**src/rtl/transaccion_n_pkg.sv**
```systemverilog
// Shared definitions for the transaccion_n switch: FSM state encodings and
// default parameter values used by the top level and the bench.
package transaccion_n_pkg;

    localparam int DEF_NUM_CH     = 4;
    localparam int DEF_WORD_SIZE  = 10;
    localparam int DEF_FIFO_DEPTH = 8;
    localparam int DEF_CNT_WIDTH  = 5;

    typedef enum logic [1:0] {
        ST_RESET  = 2'd0,
        ST_INIT   = 2'd1,
        ST_IDLE   = 2'd2,
        ST_ACTIVE = 2'd3
    } state_t;

endpackage

```
**src/rtl/transaccion_n_fifo.sv**
```systemverilog
// Synchronous FIFO with power-of-two depth, async active-high reset, head-word
// lookahead and occupancy count. Push on full and pop on empty are ignored.
module fifo_n #(
    parameter int WORD_SIZE  = 10,
    parameter int FIFO_DEPTH = 8,
    localparam int PTR_SIZE  = $clog2(FIFO_DEPTH)
) (
    input  logic                 clk,
    input  logic                 reset,
    input  logic                 push,
    input  logic                 pop,
    input  logic [WORD_SIZE-1:0] wdata,
    output logic [WORD_SIZE-1:0] rdata,
    output logic [PTR_SIZE:0]    count,
    output logic                 full,
    output logic                 empty
);

    localparam logic [PTR_SIZE:0] DEPTH_C = (PTR_SIZE+1)'(FIFO_DEPTH);

    logic [WORD_SIZE-1:0] mem_r [FIFO_DEPTH];
    logic [PTR_SIZE-1:0]  wr_ptr_r;
    logic [PTR_SIZE-1:0]  rd_ptr_r;
    logic [PTR_SIZE:0]    count_r;
    logic                 do_push_s;
    logic                 do_pop_s;

    assign full      = (count_r == DEPTH_C);
    assign empty     = (count_r == (PTR_SIZE+1)'(0));
    assign count     = count_r;
    assign rdata     = mem_r[rd_ptr_r];
    assign do_push_s = push && !full;
    assign do_pop_s  = pop && !empty;

    // Pointers wrap naturally because the depth is a power of two.
    always_ff @(posedge clk or posedge reset) begin
        if (reset) begin
            wr_ptr_r <= '0;
            rd_ptr_r <= '0;
            count_r  <= '0;
        end else begin
            if (do_push_s) begin
                wr_ptr_r <= wr_ptr_r + PTR_SIZE'(1);
            end
            if (do_pop_s) begin
                rd_ptr_r <= rd_ptr_r + PTR_SIZE'(1);
            end
            case ({do_push_s, do_pop_s})
                2'b10:   count_r <= count_r + (PTR_SIZE+1)'(1);
                2'b01:   count_r <= count_r - (PTR_SIZE+1)'(1);
                default: count_r <= count_r;
            endcase
        end
    end

    // Storage array; contents are don't-care while the FIFO is empty.
    always_ff @(posedge clk) begin
        if (do_push_s) begin
            mem_r[wr_ptr_r] <= wdata;
        end
    end

endmodule

```
**src/rtl/transaccion_n.sv**
```systemverilog
// NUM_CH x NUM_CH word switch: input FIFOs drained by a round-robin arbiter into
// destination output FIFOs, with almost-full back-pressure and pop counters.
module transaccion_n
    import transaccion_n_pkg::*;
#(
    parameter int NUM_CH     = DEF_NUM_CH,
    parameter int WORD_SIZE  = DEF_WORD_SIZE,
    parameter int FIFO_DEPTH = DEF_FIFO_DEPTH,
    parameter int CNT_WIDTH  = DEF_CNT_WIDTH,
    localparam int PTR_SIZE  = $clog2(FIFO_DEPTH),
    localparam int CH_W      = $clog2(NUM_CH)
) (
    input  logic                        clk,
    input  logic                        reset,
    input  logic                        init,
    input  logic [PTR_SIZE-1:0]         almost_full_threshold,
    input  logic [PTR_SIZE-1:0]         almost_empty_threshold,
    input  logic [NUM_CH-1:0]           push_in,
    input  logic [NUM_CH*WORD_SIZE-1:0] data_in,
    input  logic [NUM_CH-1:0]           pop_out,
    input  logic                        req,
    input  logic [CH_W-1:0]             idx,
    output logic [NUM_CH*WORD_SIZE-1:0] data_out,
    output logic [NUM_CH-1:0]           empty_out,
    output logic [NUM_CH-1:0]           almost_empty_out,
    output logic [NUM_CH-1:0]           almost_full_out,
    output logic [NUM_CH-1:0]           full_in,
    output logic [NUM_CH-1:0]           error,
    output logic [CNT_WIDTH-1:0]        cnt_data,
    output logic                        cnt_valid,
    output logic [1:0]                  state
);

    state_t                state_r;
    state_t                state_next_s;
    logic [PTR_SIZE-1:0]   af_thr_r;
    logic [PTR_SIZE-1:0]   ae_thr_r;
    logic [PTR_SIZE:0]     af_level_s;
    logic [CH_W-1:0]       rr_ptr_r;
    logic [CH_W-1:0]       grant_s;
    logic [CH_W-1:0]       cand_s;
    logic                  grant_valid_s;
    logic                  in_pending_s;

    logic [WORD_SIZE-1:0]  in_head_s   [NUM_CH];
    logic [PTR_SIZE:0]     in_count_s  [NUM_CH];
    logic [CH_W-1:0]       dest_s      [NUM_CH];
    logic [NUM_CH-1:0]     in_full_s;
    logic [NUM_CH-1:0]     in_empty_s;
    logic [NUM_CH-1:0]     in_pop_s;
    logic [NUM_CH-1:0]     eligible_s;

    logic [WORD_SIZE-1:0]  out_head_s  [NUM_CH];
    logic [PTR_SIZE:0]     out_count_s [NUM_CH];
    logic [NUM_CH-1:0]     out_full_s;
    logic [NUM_CH-1:0]     out_empty_s;
    logic [NUM_CH-1:0]     out_af_s;
    logic [NUM_CH-1:0]     out_ae_s;
    logic [NUM_CH-1:0]     out_push_s;
    logic [NUM_CH-1:0]     out_pop_eff_s;
    logic [WORD_SIZE-1:0]  xfer_word_s;

    logic [WORD_SIZE-1:0]  data_out_r  [NUM_CH];
    logic [CNT_WIDTH-1:0]  cnt_r       [NUM_CH];
    logic [NUM_CH-1:0]     error_r;
    logic [CNT_WIDTH-1:0]  cnt_data_r;
    logic                  cnt_valid_r;

    assign af_level_s  = (PTR_SIZE+1)'(FIFO_DEPTH) - {1'b0, af_thr_r};
    assign xfer_word_s = in_head_s[grant_s];

    for (genvar i = 0; i < NUM_CH; i++) begin : g_ch
        fifo_n #(
            .WORD_SIZE  (WORD_SIZE),
            .FIFO_DEPTH (FIFO_DEPTH)
        ) u_in_fifo (
            .clk   (clk),
            .reset (reset),
            .push  (push_in[i]),
            .pop   (in_pop_s[i]),
            .wdata (data_in[i*WORD_SIZE +: WORD_SIZE]),
            .rdata (in_head_s[i]),
            .count (in_count_s[i]),
            .full  (in_full_s[i]),
            .empty (in_empty_s[i])
        );

        fifo_n #(
            .WORD_SIZE  (WORD_SIZE),
            .FIFO_DEPTH (FIFO_DEPTH)
        ) u_out_fifo (
            .clk   (clk),
            .reset (reset),
            .push  (out_push_s[i]),
            .pop   (pop_out[i]),
            .wdata (xfer_word_s),
            .rdata (out_head_s[i]),
            .count (out_count_s[i]),
            .full  (out_full_s[i]),
            .empty (out_empty_s[i])
        );

        assign dest_s[i]           = in_head_s[i][WORD_SIZE-1 -: CH_W];
        assign out_af_s[i]         = (out_count_s[i] >= af_level_s);
        assign out_ae_s[i]         = (out_count_s[i] <= {1'b0, ae_thr_r});
        assign out_pop_eff_s[i]    = pop_out[i] && !out_empty_s[i];
        assign data_out[i*WORD_SIZE +: WORD_SIZE] = data_out_r[i];
    end

    assign empty_out        = out_empty_s;
    assign almost_empty_out = out_ae_s;
    assign almost_full_out  = out_af_s;
    assign full_in          = in_full_s;
    assign error            = error_r;
    assign cnt_data         = cnt_data_r;
    assign cnt_valid        = cnt_valid_r;
    assign state            = state_r;

    // Eligibility, round-robin pick (lowest offset from rr_ptr wins) and routing strobes.
    always_comb begin
        grant_valid_s = 1'b0;
        grant_s       = '0;
        cand_s        = '0;
        in_pending_s  = 1'b0;
        for (int i = 0; i < NUM_CH; i++) begin
            eligible_s[i] = (state_r == ST_ACTIVE) && !in_empty_s[i] &&
                            !out_af_s[dest_s[i]] && !out_full_s[dest_s[i]];
            in_pending_s  = in_pending_s | (in_count_s[i] != (PTR_SIZE+1)'(0));
        end
        for (int k = NUM_CH-1; k >= 0; k--) begin
            cand_s = rr_ptr_r + CH_W'(k);
            if (eligible_s[cand_s]) begin
                grant_valid_s = 1'b1;
                grant_s       = cand_s;
            end else begin
                grant_valid_s = grant_valid_s;
            end
        end
        for (int j = 0; j < NUM_CH; j++) begin
            out_push_s[j] = grant_valid_s && (dest_s[grant_s] == CH_W'(j));
            in_pop_s[j]   = grant_valid_s && (grant_s == CH_W'(j));
        end
    end

    // Next-state logic; init has priority over traffic-driven transitions.
    always_comb begin
        state_next_s = state_r;
        case (state_r)
            ST_RESET: begin
                state_next_s = ST_INIT;
            end
            ST_INIT: begin
                if (init) state_next_s = ST_INIT;
                else      state_next_s = ST_IDLE;
            end
            ST_IDLE: begin
                if (init)              state_next_s = ST_INIT;
                else if (in_pending_s) state_next_s = ST_ACTIVE;
                else                   state_next_s = ST_IDLE;
            end
            ST_ACTIVE: begin
                if (init)               state_next_s = ST_INIT;
                else if (!in_pending_s) state_next_s = ST_IDLE;
                else                    state_next_s = ST_ACTIVE;
            end
            default: begin
                state_next_s = ST_RESET;
            end
        endcase
    end

    // Control state: FSM, thresholds (tracked while in INIT) and arbiter pointer.
    always_ff @(posedge clk or posedge reset) begin
        if (reset) begin
            state_r  <= ST_RESET;
            af_thr_r <= '0;
            ae_thr_r <= '0;
            rr_ptr_r <= '0;
        end else begin
            state_r <= state_next_s;
            if (state_r == ST_INIT) begin
                af_thr_r <= almost_full_threshold;
                ae_thr_r <= almost_empty_threshold;
            end
            if (grant_valid_s) begin
                rr_ptr_r <= grant_s + CH_W'(1);
            end
        end
    end

    // Datapath registers: popped words, pop counters, sticky overflow, counter readout.
    always_ff @(posedge clk or posedge reset) begin
        if (reset) begin
            for (int j = 0; j < NUM_CH; j++) begin
                data_out_r[j] <= '0;
                cnt_r[j]      <= '0;
            end
            error_r     <= '0;
            cnt_data_r  <= '0;
            cnt_valid_r <= 1'b0;
        end else begin
            for (int j = 0; j < NUM_CH; j++) begin
                if (out_pop_eff_s[j]) begin
                    data_out_r[j] <= out_head_s[j];
                end
                if (state_r == ST_INIT) begin
                    cnt_r[j] <= '0;
                end else if (out_pop_eff_s[j]) begin
                    cnt_r[j] <= cnt_r[j] + CNT_WIDTH'(1);
                end
            end
            error_r     <= error_r | (push_in & in_full_s);
            cnt_valid_r <= req;
            cnt_data_r  <= req ? cnt_r[idx] : '0;
        end
    end

endmodule

```
**config.mk**
```make
export PLATFORM = sky130hd
export DESIGN_NAME = transaccion_n
export DESIGN_NICKNAME = d
export VERILOG_FILES = /design/src/rtl/transaccion_n_pkg.sv /design/src/rtl/transaccion_n_fifo.sv /design/src/rtl/transaccion_n.sv
export SDC_FILE = /design/constraint.sdc
export NUM_CORES = 1
export LEC_CHECK = 0
export CAP_MARGIN = 20
export CORE_UTILIZATION = 61
export CTS_BUF_LIST = sky130_fd_sc_hd__clkbuf_16
export DETAILED_ROUTE_END_ITERATION = 7
export PLACE_DENSITY = 0.85
export SLEW_MARGIN = 30
export SYNTH_ARGS = -nofsm -noshare
export SYNTH_HDL_FRONTEND = slang
export SYNTH_HIERARCHICAL = 1
export SYNTH_SLANG_ARGS = --single-unit
```
**constraint.sdc**
```tcl
create_clock -name clk -period 7.6 [get_ports clk]
set_input_delay 1.52 -clock clk [delete_from_list [all_inputs] [get_ports clk]]
set_output_delay 1.52 -clock clk [all_outputs]
set_load 0.02 [all_outputs]
```
* After elaboration in Yosys (flattened, before gate mapping)
Memory sizes are Yosys's and may differ from the RTL's. A register that Yosys moved wholly into a read port is not among the register bits.
Cells that the tools add are included.
** Storage, ports and cells
- Register bits :: 120
- Bits in latches :: 0
- Memory bits (writable) :: 640
- ROM bits :: 0
- Input port bits :: 60
- Memories kept :: 8
** Memory list
- g_ch[0].u_in_fifo.mem_r :: words 8, bits a word 10, read ports 1, clocked after memory_dff 0, wr ports 1, RTL line transaccion_n_fifo.sv:21 : logic [WORD_SIZE-1:0] mem_r [FIFO_DEPTH];
- g_ch[0].u_out_fifo.mem_r :: words 8, bits a word 10, read ports 1, clocked after memory_dff 1, wr ports 1, RTL line transaccion_n_fifo.sv:21
- g_ch[1].u_in_fifo.mem_r :: words 8, bits a word 10, read ports 1, clocked after memory_dff 0, wr ports 1, RTL line transaccion_n_fifo.sv:21
- g_ch[1].u_out_fifo.mem_r :: words 8, bits a word 10, read ports 1, clocked after memory_dff 1, wr ports 1, RTL line transaccion_n_fifo.sv:21
- g_ch[2].u_in_fifo.mem_r :: words 8, bits a word 10, read ports 1, clocked after memory_dff 0, wr ports 1, RTL line transaccion_n_fifo.sv:21
- g_ch[2].u_out_fifo.mem_r :: words 8, bits a word 10, read ports 1, clocked after memory_dff 1, wr ports 1, RTL line transaccion_n_fifo.sv:21
- 2 more memories
** Operators by class
- Add/sub/neg operators :: 41
- Multiply operators :: 0
- Div/mod/pow operators :: 0
- Magnitude comparators :: 18
- Equality and inequality tests :: 33
- Shift-type cells :: 0
- Multiplexer cells :: 78
- Bitwise logic cells :: 7
- Reduce and logical (&&, ||, !) cells :: 88
** Operator list (count)
- 4-bit case mux with 2 select lines :: 8
- 5-bit 2-to-1 mux :: 11
- 3-bit by 1-bit adder with 3-bit output, second input constant :: 16
- 1-bit logical AND :: 36
- 1-bit 2-to-1 mux :: 33
- 4-bit by 1-bit adder with 4-bit output, second input constant :: 8
- 4-bit == test, second input constant :: 8
- 4-bit zero test :: 8
- 4-bit by 1-bit subtractor with 4-bit output, second input constant :: 8
- 2-bit == test, second input constant :: 14
- 1-bit binary-select mux with 2-bit select :: 12
- 1-bit zero test :: 24
- 2-bit by 3-bit less-than comparator with 1-bit output, second input constant :: 8
- 2-bit nonzero test :: 12
- 2-bit by 1-bit == test with 1-bit output, second input constant :: 11
- 5-bit by 1-bit adder with 5-bit output, second input constant :: 4
- 10-bit binary-select mux with 2-bit select :: 1
- 10-bit 2-to-1 mux :: 2
- 4-bit >= comparator :: 4
- 4-bit by 3-bit <= comparator with 1-bit output :: 4
- 2-bit 2-to-1 mux :: 8
- 4-bit nonzero test :: 4
- 5-bit binary-select mux with 2-bit select :: 1
- 3-bit >= comparator, second input constant :: 2
- other kinds (11) :: 18

* Depth between registers and ports, before layout
- Depth in word-level cells :: 22
- Depth in mapped cells :: 24
- Gate-level depth less buffers :: 22

* By module
The synthesis kept the hierarchy.
** Modules (own cells, without submodules)
- fifo_n :: instances 8, cells an instance 183, area an instance 3692.3 sq um, seq. area each 2652.5 sq um
- transaccion_n :: instances 1, cells an instance 446, area an instance 4803.4 sq um, seq. area each 2001.9 sq um

* Worst setup path before layout
No wires, ideal clock.
- Kind :: register -> register
- Start :: reg g_ch[0].u_in_fifo.rd_ptr_r[0]
- End :: reg g_ch[0].u_out_fifo.count_r[3]
- Setup time :: 0.134 ns
- Arrival :: 5.555 ns
- Path slack :: 1.911 ns
- Cell stages (with the launch flop) :: 21
- Cell sequence :: dfrtp_1 > buf_6 > mux4_2 > mux2_2 > buf_2 > and3_1 > a2111oi_0 > nand4_1 > nand3_1 > o21ai_1 > a311oi_2 > mux2_2 > mux2i_1 > inv_1 > nor3_1 > nand2_4 > ha_1 > ha_1 > or4b_1 > o311ai_0 > o211ai_1
** RTL lines
- from (decl) :: RTL line transaccion_n_fifo.sv:23 : logic [PTR_SIZE-1:0] rd_ptr_r;
- from (signal assigned) :: RTL line transaccion_n_fifo.sv:46 : rd_ptr_r <= rd_ptr_r + PTR_SIZE'(1);
- to (signal assigned) :: RTL line transaccion_n_fifo.sv:49 : 2'b10: count_r <= count_r + (PTR_SIZE+1)'(1);
- to (signal assigned) :: RTL line transaccion_n_fifo.sv:50 : 2'b01: count_r <= count_r - (PTR_SIZE+1)'(1);
- to (signal assigned) :: RTL line transaccion_n_fifo.sv:51 : default: count_r <= count_r;
- to (decl) :: RTL line transaccion_n_fifo.sv:24 : logic [PTR_SIZE:0] count_r;

==> impl_metrics.json <==
{
  "hold_slack_ns": 0.461,
  "wl_per_cell_um": 24.8,
  "holdBufCountCts": 0,
  "die_area_um2": 57300,
  "critPathRequiredTime_ns": 8.10,
  "critPathCaptureType": "flip-flop",
  "syn2layout_area_growth_pct": 14.9,
  "arrival_ns": 7.22,
  "netlist_top_cells_area": "edfxtp_1 (56%), dfrtp_1 (12%), mux4_2 (6.7%)",
  "finalPower_mw": 19.6,
  "clock_latency_ns": 0.63,
  "core_area_um2": 55300,
  "cts_resized": 0,
  "synthArstFlopShare": 0.200,
  "netlist_area_um2": 34300,
  "crit_fanout": 34,
  "vias": 18212,
  "synth_cells": 1910,
  "hpwl_um": 45200,
  "synth_edf_count": 640,
  "drive_above_1_share": 0.227,
  "drv_cap": 0,
  "antenna-diode-count": 0,
  "hold_path_class": "flip-flop to flip-flop",
  "path_class": "flip-flop to flip-flop",
  "finClkSkew_ns": 0.0258,
  "grt_usage": 0.259,
  "vdd_drop_max_mv": 0.685,
  "period_minus_slack_ns": 6.72,
  "p_leak_nw": 13.9,
  "post_cts_buffers": 0,
  "ys_seq_area_frac": 0.676,
  "first_pass_iters": 5,
  "worstMarginPinSlew_ns": 1.02,
  "ys_seq_elements": 800,
  "grt_pass1_wl_um": 109000,
  "finalSetupViolCount": 0,
  "cts_buffers": 80,
  "io_pins": 128,
  "overflow": 0,
  "setup_ws_ns": 0.883,
  "max_freq_ghz": 0.149,
  "outcome": "completed",
  "yosys_warnings": 6,
  "fp.dieH_um": 239,
  "post-place-ws_ns": 0.665,
  "vias_per_cell": 6.26,
  "port_buffers": 127,
  "totalWireLength_um": 72100,
  "yosys.area.top_type": "edfxtp_1",
  "slew_violations": 0,
  "fin_util": 0.713,
  "gp_congestion": 0.833,
  "syn-num-nets": 2051,
  "slew_headroom": 0.321,
  "synth-main-ff-cell": "edfxtp_1",
  "netlist.area_leader.share": 0.560,
  "clockRootBuffer": "clkbuf_16",
  "grt_pass1_vias": 18733,
  "cts_max_level": 3,
  "rows": 86,
  "cts_tree": "built",
  "finalCritPeriodShare": 0.884,
  "cts.reportedPaths.clkPinSlew_ns": 0.06,
  "cts_num_sinks": 800,
  "drc_errors": 0,
  "fp.dieW_um": 239,
  "avgSynthCellArea_um2": 18.0,
  "initial_core_util": 0.621,
  "rsz0062_at_grt": "false",
  "ant_nets": 0,
  "nets": 2234,
  "cp-start-kind": "flip-flop",
  "setup-tns-final_ns": 0,
  "ys_types": 66,
  "antenna_found_initial": 1,
  "drtIter0Drc": 1705,
  "clockBufferDepth": 3,
  "hold_viol_final": 0,
  "grt_max_degree": 63,
  "powerDensity_nw_per_um2": 498
}
-- critical path, cell delays in order (launching register included) --
cell and delay (ns):
dfrtp_1 0.74, mux4_2 0.58, mux2_2 0.39, and3_1 0.22, a2111oi_0 0.36, nand4_1 0.15, nand3_1 0.21, o21ai_1 0.13
a311oi_4 0.30, buf_4 0.35, mux2_2 0.38, mux2i_1 0.30, inv_2 0.33, nor3_1 0.57, nand2_4 0.11, ha_1 0.34
ha_1 0.39, or4b_1 0.49, o311ai_0 0.12, o211ai_1 0.12
-- cells by family after synthesis --
group / Yosys count / share of synthesized area
AOI/OAI and AO/OA: 124 / 0.0289
xor gates and xnor gates: 66 / 0.0171
adders and majority gates: 82 / 0.0316
buffers and inverters: 150 / 0.0203
DFF: 800 / 0.676
muxes: 330 / 0.169
and+or+nand+nor: 358 / 0.0568
-- worst paths after layout --
check / startpoint / endpoint / slack, ns / cells after the start
setup / recovery: g_ch[0].u_in_fifo/rd_ptr_r[0] / g_ch[0].u_out_fifo/count[3] / 0.88 / 19
hold / removal: error[2] / error[2] / 0.46 / 1
setup reg to reg: g_ch[0].u_in_fifo/rd_ptr_r[0] / g_ch[0].u_out_fifo/count[3] / 0.88 / 19
hold reg to reg: error[2] / error[2] / 0.46 / 1
max in group asynchronous: reset / data_out[3] / 5.13 / 5
min in group asynchronous: reset / g_ch[2].u_out_fifo/count[2] / 1.42 / 3
-- per-stage QoR --
| stage | area, um2 | instances |
|---|---|---|
| detailed placement | 36600 | 2754 |
| global route | 39500 | 2908 |
| floorplan | 34300 | 1910 |
| finish | 39500 | 2908 |
| CTS | 39300 | 2903 |
| global placement | 36500 | 2754 |
-- cell usage after synthesis, drive strengths merged, types with 8 or more instances --
cell type / count
a2111o: 8
a211oi: 9
a21o: 8
a21oi: 33
and2: 24
buf: 21
clkbuf: 44
dfrtp: 160
edfxtp: 640
fa: 8
ha: 73
inv: 85
mux2: 140
mux2i: 24
mux4: 166
nand2: 76
nand2b: 21
nand3: 28
nand3b: 11
nand4: 18
nor2: 91
nor3: 26
nor3b: 18
nor4: 13
o211ai: 8
o21ai: 17
o311ai: 9
o41ai: 8
or4b: 16
xnor2: 45
xor2: 21
-- layout by cell type (no fill, tap or decap), types with 16 or more instances in the layout --
cell	n
o21ai_0	16
edfxtp_1	640
ha_1	73
mux4_1	64
mux2_2	132
mux4_2	102
mux2i_1	23
clkbuf_16	84
nand2_1	68
xnor2_1	45
and2_1	16
nor3b_1	18
nand4_1	18
clkinv_2	18
nor3_1	20
nor2_1	51
nor2_2	40
xor2_1	20
buf_4	34
inv_1	95
nand2b_1	21
nand3_1	28
dfrtp_1	159
a21oi_1	25
clkdlybuf4s50_1	127
-- flip-flops by register name, summed over array words and instances (netlist names), 16 cells and up --
signal	cells
g_ch.u_in_fifo/count	16
data_out	40
g_ch.u_out_fifo/count	16
g_ch.u_out_fifo/mem_r	320
g_ch.u_in_fifo/mem_r	320
cnt_r	20
-- metal layers --
metal  global-route usage  up-vias  part of all wire
li1                     -     7957                 -
met1                0.336     9338              0.39
met2                0.440      747              0.50
met3               0.0431      168             0.064
met4                0.103        2             0.040
met5                    0        -           0.00017
-- where the power goes --
part           internal, mW  leakage [nW]  switching (mW)  total [mW]
combinational          3.16          4.77            4.67        7.83
clock                  2.38          1.38            1.63        4.01
sequential             6.94          7.73           0.863        7.81
total                  12.5          13.9            7.16        19.6
-- area by class of cell --
class / instances / area [um2]
Fill cell: 3251 / 15900
Multi-Input combinational cell: 960 / 10700
Tap cell: 748 / 936
Sequential cell: 800 / 23200
Inverter: 85 / 322
Clock buffer: 84 / 2100
Timing Repair Buffer: 166 / 1610
Clock inverter: 65 / 601
Note: power is estimated with default switching activity, not from simulation.
